File: src/rtl/aes_pkg.sv
// Shared AES GF(2^8) helpers, column/byte indexing and the InvMixColumns FSM state type.
package aes_pkg;

  typedef enum logic [1:0] {
    ST_IDLE,
    ST_RUN,
    ST_DONE
  } inv_mc_state_t;

  function automatic logic [7:0] xtime(input logic [7:0] b);
    return {b[6:0], 1'b0} ^ (b[7] ? 8'h1b : 8'h00);
  endfunction

  function automatic logic [7:0] gf_mul_09(input logic [7:0] b);
    logic [7:0] x2, x4, x8;
    x2 = xtime(b);
    x4 = xtime(x2);
    x8 = xtime(x4);
    return x8 ^ b;
  endfunction

  function automatic logic [7:0] gf_mul_0b(input logic [7:0] b);
    logic [7:0] x2, x4, x8;
    x2 = xtime(b);
    x4 = xtime(x2);
    x8 = xtime(x4);
    return x8 ^ x2 ^ b;
  endfunction

  function automatic logic [7:0] gf_mul_0d(input logic [7:0] b);
    logic [7:0] x2, x4, x8;
    x2 = xtime(b);
    x4 = xtime(x2);
    x8 = xtime(x4);
    return x8 ^ x4 ^ b;
  endfunction

  function automatic logic [7:0] gf_mul_0e(input logic [7:0] b);
    logic [7:0] x2, x4, x8;
    x2 = xtime(b);
    x4 = xtime(x2);
    x8 = xtime(x4);
    return x8 ^ x4 ^ x2;
  endfunction

  // Column c occupies bytes 4c..4c+3, row 0 in the most-significant byte.
  function automatic logic [31:0] get_col(input logic [127:0] s, input logic [1:0] c);
    int unsigned lsb;
    lsb = 32 * (3 - int'(c));
    return s[lsb +: 32];
  endfunction

  function automatic logic [127:0] set_col(input logic [127:0] s, input logic [1:0] c,
                                           input logic [31:0] v);
    logic [127:0] r;
    int unsigned  lsb;
    r = s;
    lsb = 32 * (3 - int'(c));
    r[lsb +: 32] = v;
    return r;
  endfunction

  function automatic logic [7:0] get_byte(input logic [31:0] column, input int unsigned row);
    return column[(3 - row) * 8 +: 8];
  endfunction

endpackage

File: src/rtl/aes_inv_mixcol_engine_if.sv
// Input/output valid-ready channels of the InvMixColumns engine.
interface aes_inv_mixcol_engine_if;
  logic         in_valid;
  logic         in_ready;
  logic [127:0] in_data;
  logic         out_valid;
  logic         out_ready;
  logic [127:0] out_data;

  modport slave (
    input  in_valid, in_data, out_ready,
    output in_ready, out_valid, out_data
  );

  modport master (
    output in_valid, in_data, out_ready,
    input  in_ready, out_valid, out_data
  );
endinterface

File: src/rtl/aes_inv_mixcol_column.sv
// Combinational InvMixColumns of one 32-bit column.
module aes_inv_mixcol_column
  import aes_pkg::*;
(
  input  logic [31:0] column,
  output logic [31:0] result
);

  logic [7:0] s0, s1, s2, s3;

  always_comb begin
    s0 = get_byte(column, 0);
    s1 = get_byte(column, 1);
    s2 = get_byte(column, 2);
    s3 = get_byte(column, 3);
    result = {
      gf_mul_0e(s0) ^ gf_mul_0b(s1) ^ gf_mul_0d(s2) ^ gf_mul_09(s3),
      gf_mul_09(s0) ^ gf_mul_0e(s1) ^ gf_mul_0b(s2) ^ gf_mul_0d(s3),
      gf_mul_0d(s0) ^ gf_mul_09(s1) ^ gf_mul_0e(s2) ^ gf_mul_0b(s3),
      gf_mul_0b(s0) ^ gf_mul_0d(s1) ^ gf_mul_09(s2) ^ gf_mul_0e(s3)
    };
  end

endmodule

File: src/rtl/aes_inv_mixcol_engine.sv
// Column-serial AES InvMixColumns engine, COLS_PER_CYCLE columns per clock.
module aes_inv_mixcol_engine
  import aes_pkg::*;
#(
  parameter int unsigned COLS_PER_CYCLE = 1
) (
  input  logic                    clk,
  input  logic                    rst,
  aes_inv_mixcol_engine_if.slave  bus,
  output logic                    busy
);

  if (!(COLS_PER_CYCLE == 1 || COLS_PER_CYCLE == 2 || COLS_PER_CYCLE == 4)) begin : g_bad_cols
    $error("COLS_PER_CYCLE must be 1, 2 or 4");
  end

  // col wraps 3->0, so the exit decision uses the column of the final step.
  localparam logic [1:0] LAST_COL = 2'(4 - COLS_PER_CYCLE);
  localparam logic [1:0] COL_STEP = 2'(COLS_PER_CYCLE);

  inv_mc_state_t state, state_next;
  logic [127:0]  data_q, data_run;
  logic [1:0]    col_q;
  logic          last, accept;

  logic [COLS_PER_CYCLE-1:0][31:0] sel;
  logic [COLS_PER_CYCLE-1:0][31:0] mixed;

  always_comb begin
    for (int unsigned i = 0; i < COLS_PER_CYCLE; i++) begin
      sel[i] = get_col(data_q, col_q + 2'(i));
    end
  end

  for (genvar g = 0; g < COLS_PER_CYCLE; g++) begin : g_col
    aes_inv_mixcol_column u_col (
      .column (sel[g]),
      .result (mixed[g])
    );
  end

  always_comb begin
    data_run = data_q;
    for (int unsigned i = 0; i < COLS_PER_CYCLE; i++) begin
      data_run = set_col(data_run, col_q + 2'(i), mixed[i]);
    end
  end

  assign last   = (col_q == LAST_COL);
  assign accept = bus.in_valid & bus.in_ready;

  always_ff @(posedge clk) begin
    if (rst) state <= ST_IDLE;
    else     state <= state_next;
  end

  always_comb begin
    state_next = state;
    unique case (state)
      ST_IDLE: if (bus.in_valid) state_next = ST_RUN;
      ST_RUN:  if (last) state_next = ST_DONE;
      ST_DONE: if (bus.out_ready) state_next = bus.in_valid ? ST_RUN : ST_IDLE;
      default: state_next = ST_IDLE;
    endcase
  end

  always_comb begin
    bus.in_ready  = (state == ST_IDLE) | ((state == ST_DONE) & bus.out_ready);
    bus.out_valid = (state == ST_DONE);
    bus.out_data  = data_q;
    busy          = (state == ST_RUN);
  end

  always_ff @(posedge clk) begin
    if (rst) begin
      data_q <= '0;
      col_q  <= '0;
    end else if (accept) begin
      data_q <= bus.in_data;
      col_q  <= '0;
    end else if (state == ST_RUN) begin
      data_q <= data_run;
      col_q  <= col_q + COL_STEP;
    end
  end

endmodule

File: src/flat_wrapper.sv
// flat-port wrapper written by rule: the top's interface ports become plain ports
module aes_inv_mixcol_engine_flat import aes_pkg::*;
#(
  parameter int unsigned COLS_PER_CYCLE = 1
)
  (clk, rst, busy, bus_in_valid, bus_in_data, bus_out_ready, bus_in_ready, bus_out_valid, bus_out_data);
  aes_inv_mixcol_engine_if bus_i ();
  input  logic clk;
  input  logic rst;
  output logic busy;
  input wire logic [$bits(bus_i.in_valid)-1:0] bus_in_valid;
  input wire logic [$bits(bus_i.in_data)-1:0] bus_in_data;
  input wire logic [$bits(bus_i.out_ready)-1:0] bus_out_ready;
  output wire logic [$bits(bus_i.in_ready)-1:0] bus_in_ready;
  output wire logic [$bits(bus_i.out_valid)-1:0] bus_out_valid;
  output wire logic [$bits(bus_i.out_data)-1:0] bus_out_data;
  assign bus_i.in_valid = bus_in_valid;
  assign bus_i.in_data = bus_in_data;
  assign bus_i.out_ready = bus_out_ready;
  assign bus_in_ready = bus_i.in_ready;
  assign bus_out_valid = bus_i.out_valid;
  assign bus_out_data = bus_i.out_data;
  aes_inv_mixcol_engine #(.COLS_PER_CYCLE(COLS_PER_CYCLE)) u_core (.clk(clk), .rst(rst), .bus(bus_i), .busy(busy));
endmodule
File: config.mk
export PLATFORM = sky130hd
export DESIGN_NAME = aes_inv_mixcol_engine_flat
export DESIGN_NICKNAME = d
export VERILOG_FILES = /design/src/rtl/aes_pkg.sv /design/src/rtl/aes_inv_mixcol_engine_if.sv /design/src/rtl/aes_inv_mixcol_column.sv /design/src/rtl/aes_inv_mixcol_engine.sv /design/src/flat_wrapper.sv
export SDC_FILE = /design/constraint.sdc
export NUM_CORES = 1
export LEC_CHECK = 0
export ABC_AREA = 1
export BUFFER_PORTS_ARGS = -buffer_cell sky130_fd_sc_hd__buf_2
export CAP_MARGIN = 20
export CORE_UTILIZATION = 43
export CTS_CLUSTER_SIZE = 24
export DETAILED_ROUTE_END_ITERATION = 7
export HOLD_SLACK_MARGIN = 0.02
export PLACE_DENSITY = 0.75
export SYNTH_ARGS = -nofsm -noshare
export SYNTH_HDL_FRONTEND = slang
export SYNTH_SLANG_ARGS = --single-unit
File: constraint.sdc
create_clock -name clk -period 3.6 [get_ports clk]
set_input_delay 0 -clock clk [delete_from_list [all_inputs] [get_ports clk]]
set_output_delay 0 -clock clk [all_outputs]
set_load 0.1 [all_outputs]
==> impl_metrics.yaml, run 1 <==
logic_synthesis:
  synth.largest_area_cell: "nand2_1"
  syn_nets: 2157
  synth_area_leaders: "nand2_1, dfxtp_1, nand3_1"
  synth_edf_count: 0
  ys_ff_latch: 132
  synthAdderAreaFrac: 0.00423
  synthArstFlopShare: 0
  ys_seq_area_frac: 0.223
  synth_compound_area_frac: 0.0786
  post-synth-top-count-cell: "nand2_1"
  synth_top_family_by_area: "simple AND/OR/NAND/NOR gates"
  synthTopCellsByCount: "nand2_1, nand3_1, inv_1"
  postSynthAreaPerCell_sq_um: 5.85
  netlist_instances: 2021
  syn-cell-area_sq_um: 11800
  synth_cell_types: 38
  synth_top_area_share: 0.283
  ys_warn_count: 0
  synthMuxAreaShare: 0
  synthXorXnorAreaFrac: 0.0914
  synth_ff_type: "dfxtp_1"
  yosys.area_share.simple: 0.507
placed_design:
  gp_congestion: 1.00
  dp_slack_ps: 467
  dp.cells: 2551
  io_buffers: 262
  place_hpwl_mm: 40.1
critical_path:
  start_kind: "flip-flop"
  r2r_start: "u_core.col_q[0]$_SDFFE_PP0P_"
  max_stage_delay_ps: 490
  rr_endpoint: "u_core.bus.out_data[116]$_SDFFE_PP0P_"
  r2r_cells: 19
  cpMostUsedCell: "nand2_1"
  path_class: "flip-flop to flip-flop"
  cp.arrival_ps: 3610
  worstPathCellList: "buf_4 > nand2_1 > nand2_1 > nand2_1 > nand2_2 > nand2_1 > nand2_2 > nand2_1 > nand2_2 > nand2_2 > nand2_2 > nand2_1 > nand2_1 > nand2_1 > nand3_1 > nand2_1 > nor2_2 > nand3_1 > a21oi_1"
  cpLargestDelayFamily: "simple AND/OR/NAND/NOR gates"
  worst-path-buf-inv: 1
  cp.required_ps: 3950
  rrSetupSlack_ps: 340
  end_kind: "flip-flop"
  cp_slowest_cell: "buf_4"
  crit_fanout: 50
detailed_routing:
  drc: 0
  met3_length_mm: 6.74
  drt_iter0_drc: 2007
  detail-route-antenna-nets: 0
  top_layer: "met4"
  first_pass_iters: 5
  met2_length_mm: 23.4
  wl_met1_mm: 21.3
  viasPerCell: 5.70
  wl_per_cell_um: 20.0
  vias: 15466
  wirelength_mm: 54.3
sta:
  setup_viol: 0
  hold_viol_final: 0
  min_period_ps: 3260
  setup_ws_ps: 339
  rsz0062_at_grt: "no"
  fmax_ghz: 0.307
  maxSlewHeadroom: 0.320
  drv_slew: 0
  final.setup.tns_ps: 0
  min_period_over_period: 0.906
  finClkSkew_ps: 20.5
  worstMarginPinSlew_ps: 1020
  worst_hold_slack_ps: 73.1
floorplan:
  fp.dieArea_sq_um: 28200
  dieWidth_um: 168
  row_count: 60
  coreArea_sq_um: 27000
  start_util: 0.439
  io_pins: 263
  die_height_um: 168
flow_run:
  maxCapViolations: 0
global_route:
  grt_max_degree: 87
  grt-ovfl-total: 0
  antenna_found_initial: 1
  first_global_vias: 13911
  grt_usage: 0.378
  grt_pass1_wl_mm: 81.3
clocking:
  cts_tree: "built"
  clkSlewWorstSetupHoldPaths_ps: 70
  clock_sinks: 132
  clk_latency_ps: 440
  h-tree-depth: 4
  cts_made_buffers: 17
  clock_path_buffers: 2
  clock-root-buffer: "clkbuf_16"
  post_cts_resized: 0
power_and_ir_drop:
  p_per_area_nw_per_um2: 709
  p_leak_nw: 7.83
  ir_drop_mv: 0.407
cells_and_area:
  final_nets: 2493
  drive_gt1_frac: 0.202
  fillers: 2596
  diodes: 0
  final_cells: 2711
  syn_to_final_growth_pct: 28.4
run_status:
  status: "complete, no violations"
worst_hold_path:
  worst_hold_startpoint: "bus_in_data[0]"
  holdPathStages: 5
  whs_endpoint: "u_core.bus.out_data[0]$_SDFFE_PP0P_"
  hp-class: "input port to flip-flop"
[timing repair]
item / CTS / global route
hold buffers: 128 / 0
hold endpoints to repair: 128 / 0
endpoints found under the setup margin: 0 / 0
setup buffers: 0 / 0
[cell usage in the layout, fill, tap and decap left out, types with 10 or more instances in the layout]
master / netlist / layout
buf_2: 10 / 261
clkbuf_16: 0 / 17
dlygate4sd3_1: 0 / 128
nor2_1: 38 / 38
inv_1: 136 / 134
inv_2: 18 / 19
xor2_1: 68 / 68
a31oi_1: 48 / 48
a21oi_1: 78 / 78
a22o_1: 17 / 17
nand2_2: 79 / 80
xnor2_1: 30 / 30
nand3_2: 11 / 11
nand2_1: 892 / 891
nand2_4: 16 / 16
dfxtp_1: 132 / 130
buf_4: 3 / 26
nand4_1: 45 / 45
o21ai_0: 10 / 10
nand3_1: 253 / 253
[worst max-delay path by stage]
stage,slack [ps],to,start,cells after the start
2_1_floorplan,920,u_core.bus.out_data[14]$_SDFFE_PP0P_,u_core.state[0]$_SDFFE_PP0P_,8
3_3_place_gp,500,u_core.bus.out_data[122]$_SDFFE_PP0P_,u_core.col_q[0]$_SDFFE_PP0P_,17
3_5_place_dp,470,u_core.bus.out_data[108]$_SDFFE_PP0P_,u_core.col_q[0]$_SDFFE_PP0P_,19
4_1_cts,450,u_core.bus.out_data[44]$_SDFFE_PP0P_,u_core.col_q[0]$_SDFFE_PP0P_,19
5_1_grt,100,u_core.bus.out_data[44]$_SDFFE_PP0P_,u_core.col_q[0]$_SDFFE_PP0P_,19
6_report,340,u_core.bus.out_data[116]$_SDFFE_PP0P_,u_core.col_q[0]$_SDFFE_PP0P_,19
[metrics by stage]
step	instance area [sq um]	utilization	total power [mW]
6_report	15200	0.564	10.8
5_1_grt	15200	0.564	11.3
4_1_cts	15200	0.564	10.5
3_5_place_dp	13300	0.494	8.64
3_3_place_gp	13300	0.493	8.60
2_1_floorplan	11800	-	6.53
[tightest hold or removal path, cell delays in order]
cell and delay (ps):
buf_2 70, nand2_1 120, o21ai_0 110, nand2_1 50, a21oi_1 110
[state kept, by name, indices dropped and copies added, names as in the netlist]
register             flops
u_core.bus.out_data    128
u_core.state             2
u_core.col_q             2
[where the power goes]
part           leakage, nW  switching [mW]  total, mW  internal (mW)
logic                 6.45            5.34       7.22           1.89
clock network        0.294           0.851       1.80          0.953
registers             1.09           0.155       1.74           1.59
total                 7.83            6.34       10.8           4.42
[cell type report]
cell class / instances / area [sq um] / area share
clock buffers: 18 / 439 / 0.0289
clock inverters: 14 / 153 / 0.0101
inverters: 155 / 592 / 0.0390
multi-input cells: 1632 / 8060 / 0.531
flip-flops and latches: 132 / 2650 / 0.174
well taps: 341 / 427 / 0.0281
repair buffers: 419 / 2870 / 0.189
[kinds of logic after synthesis]
family / after synthesis
AO/OA/AOI/OAI: 158
AND/OR/NAND/NOR: 1359
adder cells (fa/ha/maj): 4
buffers and inverters: 257
XOR/XNOR: 111
flip-flops: 132
[layer usage]
layer | track usage | up-vias
li1 | - | 7134
met1 | 0.501 | 7002
met2 | 0.580 | 1145
met4 | 0.202 | 0
met3 | 0.0740 | 185
met5 | 0 | -
Note: power is estimated with default switching activity, not from simulation.
==> run 2, diff against run 1 <==
--- a/config.mk
+++ b/config.mk
@@ -8,11 +8,13 @@
 export ABC_AREA = 1
 export BUFFER_PORTS_ARGS = -buffer_cell sky130_fd_sc_hd__buf_2
 export CAP_MARGIN = 20
-export CORE_UTILIZATION = 43
+export CELL_PAD_IN_SITES_DETAIL_PLACEMENT = 0
+export CELL_PAD_IN_SITES_GLOBAL_PLACEMENT = 1
+export CORE_UTILIZATION = 25
 export CTS_CLUSTER_SIZE = 24
 export DETAILED_ROUTE_END_ITERATION = 7
 export HOLD_SLACK_MARGIN = 0.02
-export PLACE_DENSITY = 0.75
+export PLACE_DENSITY = 0.67
 export SYNTH_ARGS = -nofsm -noshare
 export SYNTH_HDL_FRONTEND = slang
 export SYNTH_SLANG_ARGS = --single-unit
==> run 2 against run 1 <==
The run now ends with DRC left; die area rose by 71%; count of clock-buffer cells in the layout rose by 3; total power rose by 1.8%; clock skew fell by 10 ps; fmax fell by 6.1%; global-route usage fell by 14 points; worst hold slack got worse by 28 ps; wire length rose by 10%; non-clock buffer count rose by 5; final cell count rose by 10%; clock power rose by 6%; critical endpoint is now u_core.bus.out_data[58]$_SDFFE_PP0P_; largest cell class unchanged; largest power group unchanged.
==> impl_metrics.yaml, run 2 (synthesis results as in run 1) <==
run_status:
  status: "finished with violations"
  violations: "DRC"
clocking:
  cts_made_buffers: 17
  clock_path_buffers: 2
  clock-root-buffer: "clkbuf_16"
  postCtsSetupRepairBufs: 0
  clock_sinks: 132
  clkSlewWorstSetupHoldPaths_ps: 70
  cts_tree: "built"
  h-tree-depth: 4
  clk_latency_ps: 460
power_and_ir_drop:
  p_per_area_nw_per_um2: 701
  p_leak_nw: 7.88
  ir_drop_mv: 0.409
sta:
  worstMarginPinSlew_ps: 774
  drv_slew: 0
  fmax_ghz: 0.288
  maxSlewHeadroom: 0.483
  min_period_ps: 3470
  finClkSkew_ps: 10.5
  final.setup.tns_ps: 0
  setup_viol: 0
  setup_ws_ps: 129
  min_period_over_period: 0.964
  rsz0062_at_grt: "no"
  hold_viol_final: 0
detailed_routing:
  drc: 4
  first_pass_iters: 7
  detail-route-antenna-nets: 0
  drt_iter0_drc: 1404
  vias: 14867
  wl_per_cell_um: 20.1
  viasPerCell: 4.98
  wirelength_mm: 59.9
placed_design:
  place_hpwl_mm: 45.9
  gp_congestion: 1.02
  io_buffers: 262
  dp_slack_ps: 431
cells_and_area:
  mostFrequentLayoutCells: "nand2_1, buf_2, nand3_1"
  final_nets: 2499
  largest_reg_flops: 128
  mostFrequentLayoutCell: "nand2_1"
  diodes: 0
  drive_gt1_frac: 0.204
  syn_to_final_growth_pct: 32.3
floorplan:
  start_util: 0.254
  fp.dieArea_sq_um: 48200
  dieWidth_um: 220
  die_height_um: 220
  coreArea_sq_um: 46700
  row_count: 79
  io_pins: 263
critical_path:
  crit_fanout: 31
  start_kind: "flip-flop"
  end_kind: "flip-flop"
  path_class: "flip-flop to flip-flop"
  cp.arrival_ps: 3820
  cp.required_ps: 3950
global_route:
  grt_pass1_wl_mm: 86.7
  grt_max_degree: 93
  first_global_vias: 13611
  grt-ovfl-total: 0
  grt_usage: 0.243
  antenna_found_initial: 1
flow_run:
  maxCapViolations: 0
worst_hold_path:
  hp-class: "input port to flip-flop"
run 2: cell types whose count changed in the layout (fill, tap and decap cells not counted), sizes merged:
| cell | previous run | this run |
|---|---|---|
| bufinv | 0 | 3 |
| clkinv | 3 | 7 |
| clkbuf | 18 | 22 |
| buf | 291 | 293 |
| dlygate4sd3 | 128 | 130 |
| inv | 166 | 157 |
run 2: area by class of cell:
type / count / area [sq um]
inverter: 155 / 597
clock inverter: 11 / 149
timing repair buffer: 424 / 2950
timing repair inverter: 1 / 8.76
tap: 607 / 759
multi-input combinational: 1632 / 8070
clock buffer: 21 / 470
sequential: 132 / 2650
fill: 5236 / 31000
run 2: worst max-delay path, cell delays in order (launching register included):
cell	delay [ps]
dfxtp_4	470
clkinv_8	170
buf_12	200
nand2_1	160
nand3_1	140
nand2_4	200
nand2_4	80
nand2_2	120
nand2_2	60
nand2_2	170
nand2_1	110
nand2_1	60
nand2_1	90
nand2_1	90
nand3_1	200
nand3_1	180
nor2_2	70
a21oi_1	130
nor2_1	50
dlygate4sd3_1	570
run 2: power breakdown:
| group | switching [mW] | internal [mW] | total, mW |
|---|---|---|---|
| Combinational | 5.43 | 1.88 | 7.31 |
| Sequential | 0.167 | 1.59 | 1.75 |
| Clock | 0.759 | 1.15 | 1.91 |
| Total | 6.35 | 4.61 | 11.0 |
run 2: worst paths after layout:
| check | from | end | slack (ps) | depth (start not counted) |
|---|---|---|---|---|
| worst max-delay path | u_core.col_q[0]$_SDFFE_PP0P_ | u_core.bus.out_data[58]$_SDFFE_PP0P_ | 130 | 19 |
| worst min-delay path | rst | u_core.bus.out_data[119]$_SDFFE_PP0P_ | 50 | 2 |
| worst max register to register | u_core.col_q[0]$_SDFFE_PP0P_ | u_core.bus.out_data[58]$_SDFFE_PP0P_ | 130 | 19 |
| worst min register to register | u_core.bus.out_data[71]$_SDFFE_PP0P_ | u_core.bus.out_data[71]$_SDFFE_PP0P_ | 520 | 2 |
run 2: metrics by stage:
| step | power [mW] | cell area, sq um | hold WS, ps | instances | util |
|---|---|---|---|---|---|
| 6_report | 11.0 | 15700 | 45.2 | 2983 | 0.335 |
| 5_1_grt | 11.6 | 15700 | 60.9 | 2983 | 0.335 |
| 4_1_cts | 10.9 | 15600 | 21.8 | 2981 | 0.334 |
| 3_5_place_dp | 8.85 | 13700 | 285 | 2819 | 0.293 |
| 3_3_place_gp | 8.84 | 13700 | 279 | 2819 | 0.293 |
| 2_1_floorplan | 6.53 | 11800 | 170 | 2021 | - |
run 2: layer usage:
metal | vias up | track usage | wire (um)
met2 | 624 | 0.389 | 27400
met5 | - | 0 | 0
met1 | 7026 | 0.345 | 27600
li1 | 7157 | - | -
met4 | 0 | 0.0521 | 994
met3 | 60 | 0.0293 | 3840
run 2: what timing repair did:
action | 4_1_cts | 5_1_grt
hold buffers | 130 | 0
endpoints found under the setup margin | 0 | 1
hold endpoints to repair | 129 | 0
gates resized for setup | 0 | 5
